--- config.mk ---
export PLATFORM = sky130hd
export DESIGN_NAME = ram_slot_arbiter_flat
export DESIGN_NICKNAME = d
export VERILOG_FILES = /design/src/rtl/ram_slot_arbiter_pkg.sv /design/src/rtl/ram_slot_arbiter_if.sv /design/src/rtl/ram_slot_arbiter_phase_gen.sv /design/src/rtl/ram_slot_arbiter.sv /design/src/flat_wrapper.sv
export SDC_FILE = /design/constraint.sdc
export NUM_CORES = 1
export LEC_CHECK = 0
export BUFFER_PORTS_ARGS = -buffer_cell sky130_fd_sc_hd__buf_2
export CORE_MARGIN = 2
export CORE_UTILIZATION = 41
export CTS_BUF_LIST = sky130_fd_sc_hd__clkbuf_16
export CTS_CLUSTER_DIAMETER = 120
export DETAILED_ROUTE_END_ITERATION = 12
export PLACE_DENSITY = 0.73
export SLEW_MARGIN = 5
export SYNTH_ARGS = -nofsm -noshare
export SYNTH_HDL_FRONTEND = slang
export SYNTH_SLANG_ARGS = --single-unit
export TNS_END_PERCENT = 30
--- constraint.sdc ---
create_clock -name clk -period 1.8 [get_ports clk]
set_input_delay 0.27 -clock clk [delete_from_list [all_inputs] [get_ports clk]]
set_output_delay 0.27 -clock clk [all_outputs]
set_load 0.05 [all_outputs]
--- src/rtl/ram_slot_arbiter_pkg.sv ---
`default_nettype none
// -----------------------------------------------------------------------------
// ram_arb_pkg : shared types and constants for the RAM slot arbiter
// Revision    : 1.0
// -----------------------------------------------------------------------------
package ram_arb_pkg;

  typedef enum logic [1:0] {
    SLOT_IDLE = 2'd0,
    SLOT_VIC  = 2'd1,
    SLOT_CPU  = 2'd2,
    SLOT_DMA  = 2'd3
  } slot_t;

  // Half-relative clk on which a granted write strobes ram_we.
  localparam int WE_CNT = 1;

  function automatic int LAST_CNT(input int half_cycles);
    return half_cycles - 1;
  endfunction

endpackage
`default_nettype wire

--- src/rtl/ram_slot_arbiter_if.sv ---
`default_nettype none
// -----------------------------------------------------------------------------
// ram_slot_arbiter_if : master ports (VIC/CPU/DMA) and RAM side of the arbiter
// Revision            : 1.0
// -----------------------------------------------------------------------------
interface ram_slot_arbiter_if #(
  parameter int ADDR_WIDTH = 16,
  parameter int DATA_WIDTH = 8
) ();

  logic                  phi0;
  logic [ADDR_WIDTH-1:0] vic_a;
  logic [DATA_WIDTH-1:0] vic_do;
  logic                  aec;
  logic [ADDR_WIDTH-1:0] cpu_a;
  logic                  cpu_we;
  logic [DATA_WIDTH-1:0] cpu_di;
  logic [DATA_WIDTH-1:0] cpu_do;
  logic                  cpu_stall;
  logic                  dma_req;
  logic [ADDR_WIDTH-1:0] dma_a;
  logic                  dma_we;
  logic [DATA_WIDTH-1:0] dma_di;
  logic [DATA_WIDTH-1:0] dma_do;
  logic                  dma_ack;
  logic                  ram_en;
  logic [ADDR_WIDTH-1:0] ram_a;
  logic                  ram_we;
  logic [DATA_WIDTH-1:0] ram_di;
  logic [DATA_WIDTH-1:0] ram_do;

  modport slave (
    output phi0, vic_do, cpu_do, cpu_stall, dma_do, dma_ack,
    output ram_en, ram_a, ram_we, ram_di,
    input  vic_a, aec, cpu_a, cpu_we, cpu_di,
    input  dma_req, dma_a, dma_we, dma_di, ram_do
  );

  modport master (
    input  phi0, vic_do, cpu_do, cpu_stall, dma_do, dma_ack,
    input  ram_en, ram_a, ram_we, ram_di,
    output vic_a, aec, cpu_a, cpu_we, cpu_di,
    output dma_req, dma_a, dma_we, dma_di, ram_do
  );

endinterface
`default_nettype wire

--- src/rtl/ram_slot_arbiter_phase_gen.sv ---
`default_nettype none
// -----------------------------------------------------------------------------
// phase_gen : half-cycle counter and phi0 generator with slot timing strobes
// Revision  : 1.0
// -----------------------------------------------------------------------------
module phase_gen
  import ram_arb_pkg::*;
#(
  parameter int HALF_CYCLES = 4
) (
  input  logic clk,
  input  logic reset,
  output logic phi0,
  output logic slot_start,
  output logic we_slot,
  output logic slot_end
);

  localparam int                 c_cnt_w = (HALF_CYCLES > 1) ? $clog2(HALF_CYCLES) : 1;
  localparam logic [c_cnt_w-1:0] c_last  = c_cnt_w'(LAST_CNT(HALF_CYCLES));
  localparam logic [c_cnt_w-1:0] c_we    = c_cnt_w'(WE_CNT);

  logic [c_cnt_w-1:0] r_cnt;
  logic               r_phi0;

  always_ff @(posedge clk or posedge reset) begin
    if (reset) begin
      r_cnt  <= '0;
      r_phi0 <= 1'b0;
    end else if (r_cnt == c_last) begin
      r_cnt  <= '0;
      r_phi0 <= ~r_phi0;
    end else begin
      r_cnt <= r_cnt + 1'b1;
    end
  end

  assign phi0       = r_phi0;
  assign slot_start = (r_cnt == '0);
  assign we_slot    = (r_cnt == c_we);
  assign slot_end   = (r_cnt == c_last);

endmodule
`default_nettype wire

--- src/rtl/ram_slot_arbiter.sv ---
`default_nettype none
// -----------------------------------------------------------------------------
// ram_slot_arbiter : time-multiplexes RAM between VIC-II, CPU and DMA by phi0 half
// Revision         : 1.0
// -----------------------------------------------------------------------------
module ram_slot_arbiter
  import ram_arb_pkg::*;
#(
  parameter int ADDR_WIDTH  = 16,
  parameter int DATA_WIDTH  = 8,
  parameter int HALF_CYCLES = 4
) (
  input  logic               clk,
  input  logic               reset,
  ram_slot_arbiter_if.slave  bus
);

  logic w_phi0;
  logic w_slot_start;
  logic w_we_slot;
  logic w_slot_end;

  phase_gen #(
    .HALF_CYCLES (HALF_CYCLES)
  ) u_phase_gen (
    .clk        (clk),
    .reset      (reset),
    .phi0       (w_phi0),
    .slot_start (w_slot_start),
    .we_slot    (w_we_slot),
    .slot_end   (w_slot_end)
  );

  slot_t                 r_slot;
  logic                  r_slot_wr;
  logic                  r_ram_en;
  logic                  r_ram_we;
  logic [ADDR_WIDTH-1:0] r_ram_a;
  logic [DATA_WIDTH-1:0] r_ram_di;
  logic [DATA_WIDTH-1:0] r_vic_do;
  logic [DATA_WIDTH-1:0] r_cpu_do;
  logic [DATA_WIDTH-1:0] r_dma_do;
  logic                  r_dma_ack;
  logic                  r_cpu_stall;
  slot_t                 w_winner;

  // A VIC steal outranks a pending DMA request; the request simply waits.
  always_comb begin
    w_winner = SLOT_VIC;
    if (w_phi0) begin
      if (!bus.aec) begin
        w_winner = SLOT_VIC;
      end else if (bus.dma_req) begin
        w_winner = SLOT_DMA;
      end else begin
        w_winner = SLOT_CPU;
      end
    end
  end

  always_ff @(posedge clk or posedge reset) begin
    if (reset) begin
      r_slot      <= SLOT_IDLE;
      r_slot_wr   <= 1'b0;
      r_ram_en    <= 1'b0;
      r_ram_we    <= 1'b0;
      r_ram_a     <= '0;
      r_ram_di    <= '0;
      r_vic_do    <= '0;
      r_cpu_do    <= '0;
      r_dma_do    <= '0;
      r_dma_ack   <= 1'b0;
      r_cpu_stall <= 1'b0;
    end else begin
      r_dma_ack <= 1'b0;

      if (w_slot_start) begin
        r_slot      <= w_winner;
        r_ram_en    <= 1'b1;
        r_cpu_stall <= w_phi0 && (w_winner != SLOT_CPU);
        case (w_winner)
          SLOT_CPU: begin
            r_ram_a   <= bus.cpu_a;
            r_ram_di  <= bus.cpu_di;
            r_ram_we  <= bus.cpu_we;
            r_slot_wr <= bus.cpu_we;
          end
          SLOT_DMA: begin
            r_ram_a   <= bus.dma_a;
            r_ram_di  <= bus.dma_di;
            r_ram_we  <= bus.dma_we;
            r_slot_wr <= bus.dma_we;
          end
          default: begin
            r_ram_a   <= bus.vic_a;
            r_ram_di  <= '0;
            r_ram_we  <= 1'b0;
            r_slot_wr <= 1'b0;
          end
        endcase
      end else if (w_we_slot) begin
        r_ram_we <= 1'b0;
      end

      // Sync-read data has settled by the last clk of the half.
      if (w_slot_end) begin
        case (r_slot)
          SLOT_VIC: r_vic_do <= bus.ram_do;
          SLOT_CPU: if (!r_slot_wr) r_cpu_do <= bus.ram_do;
          SLOT_DMA: begin
            if (!r_slot_wr) r_dma_do <= bus.ram_do;
            r_dma_ack <= 1'b1;
          end
          default: ;
        endcase
      end
    end
  end

  assign bus.phi0      = w_phi0;
  assign bus.ram_en    = r_ram_en;
  assign bus.ram_a     = r_ram_a;
  assign bus.ram_we    = r_ram_we;
  assign bus.ram_di    = r_ram_di;
  assign bus.vic_do    = r_vic_do;
  assign bus.cpu_do    = r_cpu_do;
  assign bus.dma_do    = r_dma_do;
  assign bus.dma_ack   = r_dma_ack;
  assign bus.cpu_stall = r_cpu_stall;

endmodule
`default_nettype wire

--- src/flat_wrapper.sv ---
// flat-port wrapper written by rule: the top's interface ports become plain ports
module ram_slot_arbiter_flat import ram_arb_pkg::*;
#(
  parameter int ADDR_WIDTH  = 16,
  parameter int DATA_WIDTH  = 8,
  parameter int HALF_CYCLES = 4
)
  (clk, reset, bus_phi0, bus_vic_do, bus_cpu_do, bus_cpu_stall, bus_dma_do, bus_dma_ack, bus_ram_en, bus_ram_a, bus_ram_we, bus_ram_di, bus_vic_a, bus_aec, bus_cpu_a, bus_cpu_we, bus_cpu_di, bus_dma_req, bus_dma_a, bus_dma_we, bus_dma_di, bus_ram_do);
  ram_slot_arbiter_if #(.ADDR_WIDTH(ADDR_WIDTH), .DATA_WIDTH(DATA_WIDTH)) bus_i ();
  input  logic clk;
  input  logic reset;
  output wire logic [$bits(bus_i.phi0)-1:0] bus_phi0;
  output wire logic [$bits(bus_i.vic_do)-1:0] bus_vic_do;
  output wire logic [$bits(bus_i.cpu_do)-1:0] bus_cpu_do;
  output wire logic [$bits(bus_i.cpu_stall)-1:0] bus_cpu_stall;
  output wire logic [$bits(bus_i.dma_do)-1:0] bus_dma_do;
  output wire logic [$bits(bus_i.dma_ack)-1:0] bus_dma_ack;
  output wire logic [$bits(bus_i.ram_en)-1:0] bus_ram_en;
  output wire logic [$bits(bus_i.ram_a)-1:0] bus_ram_a;
  output wire logic [$bits(bus_i.ram_we)-1:0] bus_ram_we;
  output wire logic [$bits(bus_i.ram_di)-1:0] bus_ram_di;
  input wire logic [$bits(bus_i.vic_a)-1:0] bus_vic_a;
  input wire logic [$bits(bus_i.aec)-1:0] bus_aec;
  input wire logic [$bits(bus_i.cpu_a)-1:0] bus_cpu_a;
  input wire logic [$bits(bus_i.cpu_we)-1:0] bus_cpu_we;
  input wire logic [$bits(bus_i.cpu_di)-1:0] bus_cpu_di;
  input wire logic [$bits(bus_i.dma_req)-1:0] bus_dma_req;
  input wire logic [$bits(bus_i.dma_a)-1:0] bus_dma_a;
  input wire logic [$bits(bus_i.dma_we)-1:0] bus_dma_we;
  input wire logic [$bits(bus_i.dma_di)-1:0] bus_dma_di;
  input wire logic [$bits(bus_i.ram_do)-1:0] bus_ram_do;
  assign bus_phi0 = bus_i.phi0;
  assign bus_vic_do = bus_i.vic_do;
  assign bus_cpu_do = bus_i.cpu_do;
  assign bus_cpu_stall = bus_i.cpu_stall;
  assign bus_dma_do = bus_i.dma_do;
  assign bus_dma_ack = bus_i.dma_ack;
  assign bus_ram_en = bus_i.ram_en;
  assign bus_ram_a = bus_i.ram_a;
  assign bus_ram_we = bus_i.ram_we;
  assign bus_ram_di = bus_i.ram_di;
  assign bus_i.vic_a = bus_vic_a;
  assign bus_i.aec = bus_aec;
  assign bus_i.cpu_a = bus_cpu_a;
  assign bus_i.cpu_we = bus_cpu_we;
  assign bus_i.cpu_di = bus_cpu_di;
  assign bus_i.dma_req = bus_dma_req;
  assign bus_i.dma_a = bus_dma_a;
  assign bus_i.dma_we = bus_dma_we;
  assign bus_i.dma_di = bus_dma_di;
  assign bus_i.ram_do = bus_ram_do;
  ram_slot_arbiter #(.ADDR_WIDTH(ADDR_WIDTH), .DATA_WIDTH(DATA_WIDTH), .HALF_CYCLES(HALF_CYCLES)) u_core (.clk(clk), .reset(reset), .bus(bus_i));
endmodule
Yosys cells after proc, flatten, opt, wreduce, memory -nomap -nowiden --
Cells that the tools add are included.
Storage, ports and cells: register bits after elaboration 58, input bits 78, word-level logic and storage cells 41
Operators by class: $add $sub $neg 1, equality and inequality tests 8, muxes and demuxes 11, bitwise operators 2, reduce and logical (&&, ||, !) cells 6
Operators with widths (count):
- 16-bit case mux with 2 select lines | 1
- 8-bit case mux with 2 select lines | 1
- 2-bit == test (second input constant) | 5
- 2-bit two-way mux | 3
- 3-bit AND reduction | 2
- 1-bit two-way mux | 5
- 2-bit by 1-bit == test with 1-bit output (second input constant) | 2
- 2-bit by 1-bit adder with 2-bit output (second input constant) | 1
- 2-bit logical NOT | 1
- 2-bit != test (second input constant) | 1
- 1-bit NOT | 2
- 1-bit case mux with 2 select lines | 1
- 2-bit AND reduction | 1
- 2-bit nonzero test | 1
- 1-bit logical AND | 1

Depth between registers and ports, before layout --
word-level depth 6, mapped depth 6

Modules after synthesis --
Synthesis repeated with hierarchy kept, for this count alone.
Second synthesis, totals: cells, all modules 233, area total of the unflattened synthesis 2648.8 um^2
Modules (own cells, without submodules):
- ram_slot_arbiter | times used 1, cells an instance 221, area an instance 2499.9 um^2, seq. area each 1376.3 um^2
- phase_gen | times used 1, cells an instance 12, area an instance 148.9 um^2, seq. area each 75.1 um^2

Worst setup path before layout --
Ideal clock, no wire load.
kind register to register, start register u_core.u_phase_gen.r_phi0, in the netlist u_core.u_phase_gen.phi0, end register u_core.r_ram_a[0], in the netlist u_core.bus.ram_a[0], library setup time 0.133 ns, arrival 1.376 ns, data required time 1.667 ns, slack 0.291 ns, cell stages (with the launch flop) 5, path buffers 1, period minus slack after synthesis 1.509 ns, cell sequence dfrtp_1 -> nand2_1 -> clkbuf_1 -> a31oi_1 -> o21ai_0
Between the ends: cells in the longest elaborated chain, start to end 3, elaborated cells on any way between the ends 4, classes of those cells eq/ne (2); mux (2)
RTL lines:
- start, declared | RTL line ram_slot_arbiter_phase_gen.sv:24 | logic r_phi0;
- start signal, assigned | RTL line ram_slot_arbiter_phase_gen.sv:32 | r_phi0 <= ~r_phi0;
- 2-bit two-way mux (*) | RTL line ram_slot_arbiter.sv:50 | if (w_phi0) begin
- 2-bit == test | RTL line ram_slot_arbiter.sv:81 | case (w_winner)
- 16-bit case mux with 2 select lines (*) | RTL line ram_slot_arbiter.sv:81
- end signal, assigned | RTL line ram_slot_arbiter.sv:83 | r_ram_a <= bus.cpu_a;
- end signal, assigned | RTL line ram_slot_arbiter.sv:89 | r_ram_a <= bus.dma_a;
- end signal, assigned | RTL line ram_slot_arbiter.sv:95 | r_ram_a <= bus.vic_a;
- end, declared | RTL line ram_slot_arbiter.sv:38 | logic [ADDR_WIDTH-1:0] r_ram_a;
Every way passes the cells marked *; elsewhere a longest branch is shown, timed or not. A chain may end at the register's enable or synchronous reset.

Worst setup path in the final report --
start register u_core.u_phase_gen.r_cnt[0], end register u_core.r_cpu_do[6], in the netlist u_core.bus.cpu_do[6]
Between the ends: cells in the longest elaborated chain, start to end 2
RTL lines:
- start, declared | RTL line ram_slot_arbiter_phase_gen.sv:23 | logic [c_cnt_w-1:0] r_cnt;
- start signal, assigned | RTL line ram_slot_arbiter_phase_gen.sv:34 | r_cnt <= r_cnt + 1'b1;
- 2-bit == test | RTL line ram_slot_arbiter_phase_gen.sv:41 | assign slot_end = (r_cnt == c_last);
- 3-bit AND reduction (no line)
- end signal, assigned | RTL line ram_slot_arbiter.sv:109 | SLOT_CPU: if (!r_slot_wr) r_cpu_do <= bus.ram_do;
- end, declared | RTL line ram_slot_arbiter.sv:41 | logic [DATA_WIDTH-1:0] r_cpu_do;
No other way between the ends.

==> results.cfg <==
[status]
status = finished clean

[routing]
via_per_inst = 4.81
wl_per_cell_um = 14.4
drt-initial-drc-count = 59
totalWireLength_um = 6130
drtPass1Iterations = 4
ant_nets = 0
drc = 0
vias = 2048

[critical_path]
max_stage_delay_ns = 0.39
r2r_slack_ns = 0.18
cp-start-kind = flop
cp-end-kind = flop
r2r-start = u_core.u_phase_gen.r_cnt[0]$_DFF_PP0_
cp_slowest_cell = mux2_2
crit_start = u_core.u_phase_gen.r_cnt[0]$_DFF_PP0_
cp_top_family = simple AND/OR/NAND/NOR gates
path_class = reg -> reg
crit_chain = ha_1 -> nand2_2 -> nor3_4 -> mux2_2
crit_fanout = 8
worstPathRequired_ns = 2.00
critical_path_buf_inv_count = 0
worstPathArrival_ns = 1.82

[timing]
period_minus_slack_ns = 1.62
setup_violations = 0
period_share_pct = 90.1
fmax_mhz = 616
fin_tns_setup_ns = 0
finalMaxSlewViolations = 0
relSlewSlack_pct = 61.5
hold_viol_final = 0
hold_slack_ns = 0.185
clock_skew_ns = 0.00779
worstMarginPinSlew_ns = 0.576
rsz0062_at_grt = no

[logic_synthesis]
yosys_warnings = 0
synthTopCellsByArea = dfrtp_1, mux2_2, mux2i_1
synth-compound-area-share_pct = 10.3
yosys.area_share.simple_pct = 7.09
synthMuxAreaShare_pct = 20.2
synth_top_area_cell = dfrtp_1
synth_top_area_share_pct = 56.3
synth-xor-area-share_pct = 0.340
synthFlopType = dfrtp_1
synthTopCellsByCount = dfrtp_1, mux2i_1, mux2_2
synth_top_family_by_area = multiplexers
synth_enable_flop_cells = 0
ys_seq_area_share_pct = 56.3
async_flop_share_pct = 100
postSynthAreaPerCell_um2 = 12.3
syn_nets = 291
synth-adder-area-share_pct = 1.46
ys_seq_elements = 58
yosys.cell_types.count = 26
synth_area_mm2 = 0.00258
syn_inst = 210
synth.most_common_cell = dfrtp_1

[global_routing]
antenna_found_initial = 0
grtUsageMet1_pct = 21.5
grt_first_pass_wirelength_um = 10200
gr-total-overflow = 0
met3_usage_pct = 4.08
grt_use_total_pct = 18.6
grt_use_met2_pct = 31.6
grt_max_degree = 39
grt_pass1_vias = 2157
top_usage_layer = met2

[cells_and_area]
multi_input_area_mm2 = 0.00102
diodes = 0
stdcell_area_mm2 = 0.00362
nFillCells = 511
fin_util_pct = 60.5
drive_above_1_share_pct = 51.9
seq_area_mm2 = 0.00145
finalNetCount = 427
syn_to_final_growth_pct = 40.6
layoutNonFillerInstCount = 426

[clock_tree]
postCtsSetupBuffers = 0
clock_sinks = 58
cts_tree = done
path_clk_slew_ns = 0.05
root_buffer = clkbuf_16
clk_latency_ns = 0.32
cts_buffer_depth = 2
numCtsBuffers = 9
cts_max_level = 3

[pwr]
p_leak_nw = 1.86
power.density_mw_per_mm2 = 987
ir_worst_vdd_mv = 0.763

[die]
die_w_um = 83.3
die_h_um = 83.3
start_util_pct = 43.0
core_area_mm2 = 0.00599
rows = 28
io_pins = 131
dieArea_mm2 = 0.00694

[placement]
numPlacedInstances = 409
port_buffers = 130
placed_area_mm2 = 0.00334
place.gp.congestion = 0.753
hpwl_um = 4480

[min_path]
min-delay-start = bus_vic_a[9]
hold_class = in -> reg

[flow_run]
drv_cap = 0
==> metrics by stage <==
stage               total power (W)  setup WS (ns)
finish                      0.00358          0.177
global route                0.00374         0.0753
CTS                         0.00363          0.166
detailed placement          0.00211          0.173
global placement            0.00209          0.247
floorplan                   0.00189          0.102
==> path summary, 6_finish.rpt <==
kind / end / cells past startpoint
max: u_core.bus.cpu_do[6]$_DFFE_PP0P_ / 4
min: u_core.bus.ram_a[9]$_DFFE_PP0P_ / 3
max reg2reg: u_core.bus.cpu_do[6]$_DFFE_PP0P_ / 4
min reg2reg: u_core.bus.ram_en$_DFFE_PP0P_ / 1
max in group asynchronous: u_core.u_phase_gen.r_cnt[0]$_DFF_PP0_ / 4
min in group asynchronous: u_core.bus.ram_a[12]$_DFFE_PP0P_ / 3
==> worst register-to-register path, stage by stage (launching register included) <==
cell and delay, ns:
dfrtp_1 0.38, ha_1 0.29, nand2_2 0.10, nor3_4 0.34
mux2_2 0.39
==> registers in the layout, summed over array words and instances, names as in the netlist, 2 cells and up <==
register and count:
u_core.bus.ram_a 16, u_core.bus.vic_do 8, u_core.r_slot 2, u_core.bus.dma_do 8
u_core.bus.cpu_do 8, u_core.u_phase_gen.r_cnt 2, u_core.bus.ram_di 8
==> routing by layer <==
metal	share of wire, %	routed length (µm)
met5	0	0
met4	2.1	129
met3	5.1	310
met2	51	3110
met1	42	2580
==> timing repair <==
item	4_1_cts	5_1_grt
endpoints found under the hold margin	20	0
hold buffers	1	0
resized for setup	0	0
==> cell type report <==
type                       count  share of cell area (%)
inverter                      15                    1.55
clock buffer                   9                    6.21
multi-input combinational    126                    28.0
tap                           75                    2.59
timing repair buffer         136                    20.3
sequential                    58                    40.0
clock inverter                 7                    1.28
==> cells in the final DEF, fill, tap and decap left out, types with 2 or more instances in the layout <==
cell type,n
dfrtp_1,58
clkinv_2,2
ha_1,3
mux2i_1,25
inv_1,14
clkinv_4,2
clkbuf_16,9
mux2_2,24
a31oi_1,16
buf_12,3
buf_4,2
nor2b_1,16
clkinvlp_4,2
buf_2,130
or2_2,2
o21ai_0,20
o22ai_1,8
==> logic make-up after synthesis <==
family / Yosys count
flops: 58
mux: 49
compound gates: 46
simple gates: 27
buf+inv: 26
fa+ha+maj: 3
xor+xnor: 1
==> power by group <==
part           switching, W  total (W)  internal [W]  leakage, nW
Sequential        0.0000389    0.00143       0.00139        0.714
Combinational      0.000441   0.000654      0.000213         1.01
Clock              0.000574    0.00150      0.000922        0.129
Total               0.00105    0.00358       0.00252         1.86
Note: power is estimated with default switching activity, not from simulation.
